File: src/rtl/branch_pkg.sv
// Shared types and constants for the branch-code handshake stage.
// Contents:
//   state_t  - handshake FSM states (IDLE, REQ_HI, REQ_LO, ERR)
//   code_t   - two-bit branch code; CODE_ELSE/CODE_IF/CODE_ELSIF
//   classify - maps the upstream pair {in0,in1} to the branch taken
package branch_pkg;

  localparam int unsigned CODE_W = 2;

  typedef logic [CODE_W-1:0] code_t;

  typedef enum logic [1:0] {
    IDLE   = 2'd0,
    REQ_HI = 2'd1,
    REQ_LO = 2'd2,
    ERR    = 2'd3
  } state_t;

  localparam code_t CODE_ELSE  = 2'd0;
  localparam code_t CODE_IF    = 2'd1;
  localparam code_t CODE_ELSIF = 2'd2;

  // First-match priority of the conditional stage: in0 alone means the
  // if-branch fired, in1 alone the else-if; both or neither fall to else.
  function automatic code_t classify(input logic in0, input logic in1);
    code_t c;
    c = CODE_ELSE;
    if (in0 && !in1) begin
      c = CODE_IF;
    end else if (!in0 && in1) begin
      c = CODE_ELSIF;
    end
    return c;
  endfunction

endpackage

File: src/rtl/branch_code_handshake_if.sv
// Bus between the conditional stage, this block and the next stage.
// Signals:
//   in0, in1, in_valid, in_ready - upstream valid/ready pair transfer
//   req, ack, code               - four-phase handshake toward downstream
// Modports:
//   slave  - the handshake block
//   master - the surrounding environment (upstream source + downstream sink)
interface branch_code_handshake_if;
  import branch_pkg::*;

  logic  in0;
  logic  in1;
  logic  in_valid;
  logic  in_ready;
  logic  req;
  logic  ack;
  code_t code;

  modport slave (
    input  in0,
    input  in1,
    input  in_valid,
    input  ack,
    output in_ready,
    output req,
    output code
  );

  modport master (
    output in0,
    output in1,
    output in_valid,
    output ack,
    input  in_ready,
    input  req,
    input  code
  );

endinterface

File: src/rtl/branch_classify.sv
// Combinational classifier of the conditional-stage pair into a branch code.
// Ports:
//   in0, in1 - upstream pair
//   code     - CODE_IF for 2'b10, CODE_ELSIF for 2'b01, CODE_ELSE otherwise
module branch_classify
  import branch_pkg::*;
(
  input  logic  in0,
  input  logic  in1,
  output code_t code
);

  always_comb begin
    code = classify(in0, in1);
  end

endmodule

File: src/rtl/branch_code_handshake.sv
// Accepts the conditional-stage pair, classifies it, and delivers the branch
// code over a four-phase req/ack handshake; counts completed handshakes.
// Optional macro ACK_TIMEOUT_EN adds an ack-timeout watchdog (ERR state,
// sticky err); without it REQ_HI waits indefinitely and err is tied low.
// Ports:
//   clk   - rising-edge clock
//   rst   - synchronous active-high reset
//   bus   - slave side of branch_code_handshake_if (pair in, req/ack/code out)
//   count - completed handshakes, wraps at 2^CNT_W
//   err   - sticky ack-timeout error
module branch_code_handshake
  import branch_pkg::*;
#(
  parameter int unsigned CNT_W = 4
`ifdef ACK_TIMEOUT_EN
  ,
  parameter int unsigned ACK_TIMEOUT = 15
`endif
) (
  input  logic                 clk,
  input  logic                 rst,
  branch_code_handshake_if.slave bus,
  output logic [CNT_W-1:0]     count,
  output logic                 err
);

  state_t state;
  logic   req_q;
  code_t  code_q;
  code_t  class_code;
  logic   accept;

  branch_classify u_classify (
    .in0  (bus.in0),
    .in1  (bus.in1),
    .code (class_code)
  );

  // A still-high ack from the previous transfer must drop before a new accept.
  assign bus.in_ready = (state == IDLE) && !bus.ack && !rst;
  assign accept       = bus.in_valid && bus.in_ready;
  assign bus.req      = req_q;
  assign bus.code     = code_q;

`ifdef ACK_TIMEOUT_EN
  localparam int unsigned TMR_W = $clog2(ACK_TIMEOUT + 1);

  logic [TMR_W-1:0] timer;
  logic [TMR_W-1:0] timer_nxt;
  logic             err_q;

  // Cycles spent in REQ_HI without ack, counting the current one.
  assign timer_nxt = timer + TMR_W'(1);
  assign err       = err_q;

  // Handshake FSM with watchdog; ack on the limit cycle beats the timeout.
  always_ff @(posedge clk) begin
    if (rst) begin
      state  <= IDLE;
      req_q  <= 1'b0;
      code_q <= CODE_ELSE;
      count  <= '0;
      err_q  <= 1'b0;
      timer  <= '0;
    end else begin
      case (state)
        IDLE: begin
          if (accept) begin
            code_q <= class_code;
            req_q  <= 1'b1;
            timer  <= '0;
            state  <= REQ_HI;
          end
        end
        REQ_HI: begin
          if (bus.ack) begin
            req_q <= 1'b0;
            state <= REQ_LO;
          end else if (timer_nxt == TMR_W'(ACK_TIMEOUT)) begin
            req_q <= 1'b0;
            err_q <= 1'b1;
            state <= ERR;
          end else begin
            timer <= timer_nxt;
          end
        end
        REQ_LO: begin
          if (!bus.ack) begin
            count <= count + CNT_W'(1);
            state <= IDLE;
          end
        end
        ERR: begin
          // Only reset leaves the error state.
          req_q <= 1'b0;
        end
        default: begin
          req_q <= 1'b0;
          state <= IDLE;
        end
      endcase
    end
  end
`else
  assign err = 1'b0;

  // Handshake FSM; REQ_HI has no bound on how long it waits for ack.
  always_ff @(posedge clk) begin
    if (rst) begin
      state  <= IDLE;
      req_q  <= 1'b0;
      code_q <= CODE_ELSE;
      count  <= '0;
    end else begin
      case (state)
        IDLE: begin
          if (accept) begin
            code_q <= class_code;
            req_q  <= 1'b1;
            state  <= REQ_HI;
          end
        end
        REQ_HI: begin
          if (bus.ack) begin
            req_q <= 1'b0;
            state <= REQ_LO;
          end
        end
        REQ_LO: begin
          if (!bus.ack) begin
            count <= count + CNT_W'(1);
            state <= IDLE;
          end
        end
        default: begin
          req_q <= 1'b0;
          state <= IDLE;
        end
      endcase
    end
  end
`endif

endmodule

File: src/flat_wrapper.sv
// flat-port wrapper written by rule: the top's interface ports become plain ports
module branch_code_handshake_flat import branch_pkg::*;
#(
  parameter int unsigned CNT_W = 4

)
  (clk, rst, count, err, bus_in0, bus_in1, bus_in_valid, bus_ack, bus_in_ready, bus_req, bus_code);
  branch_code_handshake_if bus_i ();
  input  logic clk;
  input  logic rst;
  output logic [CNT_W-1:0] count;
  output logic err;
  input wire logic [$bits(bus_i.in0)-1:0] bus_in0;
  input wire logic [$bits(bus_i.in1)-1:0] bus_in1;
  input wire logic [$bits(bus_i.in_valid)-1:0] bus_in_valid;
  input wire logic [$bits(bus_i.ack)-1:0] bus_ack;
  output wire logic [$bits(bus_i.in_ready)-1:0] bus_in_ready;
  output wire logic [$bits(bus_i.req)-1:0] bus_req;
  output wire logic [$bits(bus_i.code)-1:0] bus_code;
  assign bus_i.in0 = bus_in0;
  assign bus_i.in1 = bus_in1;
  assign bus_i.in_valid = bus_in_valid;
  assign bus_i.ack = bus_ack;
  assign bus_in_ready = bus_i.in_ready;
  assign bus_req = bus_i.req;
  assign bus_code = bus_i.code;
  branch_code_handshake #(.CNT_W(CNT_W)) u_core (.clk(clk), .rst(rst), .bus(bus_i), .count(count), .err(err));
endmodule
File: config.mk
export PLATFORM = sky130hd
export DESIGN_NAME = branch_code_handshake_flat
export DESIGN_NICKNAME = d
export VERILOG_FILES = /design/src/rtl/branch_pkg.sv /design/src/rtl/branch_code_handshake_if.sv /design/src/rtl/branch_classify.sv /design/src/rtl/branch_code_handshake.sv /design/src/flat_wrapper.sv
export SDC_FILE = /design/constraint.sdc
export NUM_CORES = 1
export LEC_CHECK = 0
export CORE_AREA = 2 2 39 41
export DETAILED_ROUTE_END_ITERATION = 7
export DIE_AREA = 0 0 41 43
export PLACE_DENSITY_LB_ADDON = 0.25
export REMOVE_ABC_BUFFERS = 1
export SYNTH_ARGS = -nofsm -noshare
export SYNTH_HDL_FRONTEND = slang
export SYNTH_HIERARCHICAL = 1
export SYNTH_SLANG_ARGS = --single-unit
File: constraint.sdc
create_clock -name clk -period 1.7 [get_ports clk]
set_clock_uncertainty 0.15 [all_clocks]
set_input_delay 0.425 -clock clk [delete_from_list [all_inputs] [get_ports clk]]
set_output_delay 0.425 -clock clk [all_outputs]
set_load 0.05 [all_outputs]
==> out/metrics.cfg <==
[flow_run]
maxCapViolations = 0

[power_and_ir_drop]
p_leak_nw = 0.281
ir_drop_mv = 0.346
powerDensity_mw_per_mm2 = 694

[placement]
io_buffers = 13
place_congestion = 0.646
dp_slack_ns = -0.233
hpwl_um = 611
place_area_sq_um = 679

[final_layout]
syn_to_final_growth_pct = 67.5
n_fill_cell = 131
fin_nets = 70
seqCellArea_sq_um = 181
utilization_pct = 51.2
post_route_cells_drive_above_1_share_pct = 37.1
design_area_sq_um = 708
antennaDiodeCount = 0
multi_input_area_sq_um = 234

[sta]
hold_viol = 0
rsz0062_at_grt = yes
slew_viol_final = 0
setup_viol = 0
worst_slack_ns = 0.0202
max_freq_mhz = 595
post-route-period-util_pct = 98.8
tns_ns = 0
period_minus_slack_ns = 1.68

[clock_tree]
htreeDepth = 1
cts_root_buffer = clkbuf_4
cts_tree = yes
numCtsBuffers = 3
holdBufCountCts = 0
clock_sinks = 9
clock_latency_ns = 0.26
cts_buffer_depth = 2
clkSlewWorstSetupHoldPaths_ns = 0.07

[floorplan]
coreArea_sq_mm = 0.00138
die_area_sq_mm = 0.00176
dieHeight_um = 43
row_count = 14
num_io_pins = 15
start_util_pct = 30.6
die_x_um = 41

[yosys]
synth.distinct_cells = 22
netlist_area_sq_um = 423
synth-seq-cells = 9
synth_top_area_share_pct = 42.6
synth_cells = 42
yosys-top-cells-area = dfxtp_1 (43%), mux2i_1 (7.1%), nor2_1 (6.2%)
synth.avg_cell_area_sq_um = 10.1
synth_warnings = 6
synth_area_leader_cell = dfxtp_1
yosysSeqAreaShare_pct = 42.6

[detailed_routing]
via_per_inst = 4.71
routed_wl_um = 825
drc = 0
vias = 367
firstDrtPassIters = 4
drtAntennaViolNets = 0
wl_per_cell_um = 10.6
first_iter_violations = 7

[critical_path]
arrival_ns = 1.10
cp-startpoint = u_core/state[0]
timing.rr.start = u_core/state[0]
end_kind = output pin
worstSetupPathType = register to output pin
critical-path-top-delay-family = flip-flops
critPathMaxFanout = 2
crit_path_start_kind = register
r2r_end = u_core/bus.code[1]
r2r.worst_path.cells = 4
reg2reg_slack_ns = 0.32
cp_num_cells = 3
critical_path.cell_chain = nor4_2, buf_4, buf_12
slowest_delay_ns = 0.32
cpMaxStageDelayCell = dfxtp_2
critical_path.n_buffers_inverters = 2
cp-endpoint = bus_in_ready
worstPathRequired_ns = 1.12

[global_routing]
grtUsageMet3_pct = 3.66
grt_pass1_wl_mm = 1.28
grt_max_degree = 10
grt-ovfl-total = 0
antenna_found_initial = 0
grtUsageMet2_pct = 15.3
grt_pass1_vias = 307
grt_use_met1_pct = 13.4
grt-busiest-layer = met2
grt_usage_pct = 11.6

[worst_hold_path]
hold_class = register to register

[run_status]
status = finished, final reports clean

report_power, final:
group          internal [mW]  switching (mW)
clock network         0.0906          0.0780
registers              0.217         0.00617
logic                 0.0507          0.0490
total                  0.358           0.133
metal layers:
layer  up-vias  wire length (um)
met5         -                 0
met4         0                11
li1        183                 -
met3         2                43
met2        10               422
met1       172               348
worst register-to-register path, delay by kind of cell (launching register included):
family                 cells  cell delay [ns]
AND/OR/NAND/NOR            2             0.42
flip-flops                 1             0.32
multiplexers               1             0.22
buffers and inverters      1             0.16
worst min-delay path by stage:
stage / start / endpoint / slack (ns) / cells after the start
floorplan: rst / u_core/bus.req / 0.34 / 1
global placement: u_core/bus.req / u_core/bus.req / 0.36 / 2
detailed placement: u_core/bus.req / u_core/bus.req / 0.36 / 2
CTS: u_core/bus.req / u_core/bus.req / 0.37 / 2
global route: u_core/bus.req / u_core/bus.req / 0.43 / 2
finish: u_core/bus.req / u_core/bus.req / 0.38 / 2
area by class of cell:
| cell class | count | area share, % |
|---|---|---|
| tap | 16 | 2.83 |
| inverter | 1 | 0.530 |
| clock buffer | 4 | 3.71 |
| sequential | 9 | 25.6 |
| multi-input combinational | 30 | 33.0 |
| timing repair buffer | 18 | 34.3 |
logic make-up after synthesis:
group / share of synthesized area (%)
compound gates: 6.51
xor+xnor: 6.21
fa+ha+maj: 2.96
buf+inv: 3.55
flops: 42.6
mux: 7.10
other cells: 0.887
simple gates: 30.2
through the flow:
stage / power (mW) / cells / hold slack [ns]
floorplan: 0.273 / 40 / 0.344
global route: 0.515 / 78 / 0.426
global placement: 0.328 / 74 / 0.357
finish: 0.492 / 78 / 0.375
detailed placement: 0.329 / 74 / 0.361
CTS: 0.502 / 78 / 0.372
registers in the layout, indices dropped and copies added (netlist names):
name / flops
u_core/state: 2
u_core/bus.req: 1
u_core/bus.code: 2
u_core/count: 4
cells in the mapped netlist, drive strengths merged:
cell type / count
inv: 1
conb: 1
a21o: 1
nor3b: 2
and3: 1
nand2b: 1
nor2b: 1
clkbuf: 1
dfxtp: 9
buf: 1
a21oi: 3
and2b: 1
ha: 1
nor4: 1
nor2: 7
nand3: 1
xnor2: 3
and4bb: 1
mux2i: 3
o21ai: 1
nor4b: 1
timing repair:
| item | in CTS | in global routing |
|---|---|---|
| gates resized for setup | 6 | 2 |
| endpoints found under the setup margin | 1 | 1 |
| pin swaps | 1 | 1 |
| cloned | 0 | 0 |
| buffers inserted | 0 | 0 |
layout by cell type (no fill, tap or decap), types with 3 or more instances in the layout:
master           netlist  layout
clkbuf_4               0       3
clkdlybuf4s50_1        0       3
mux2i_1                3       3
dfxtp_1                9       8
xnor2_1                3       3
buf_12                 0       8
a21oi_1                3       3
buf_4                  1       5
nor2_1                 7       7
Note: power is estimated with default switching activity, not from simulation.
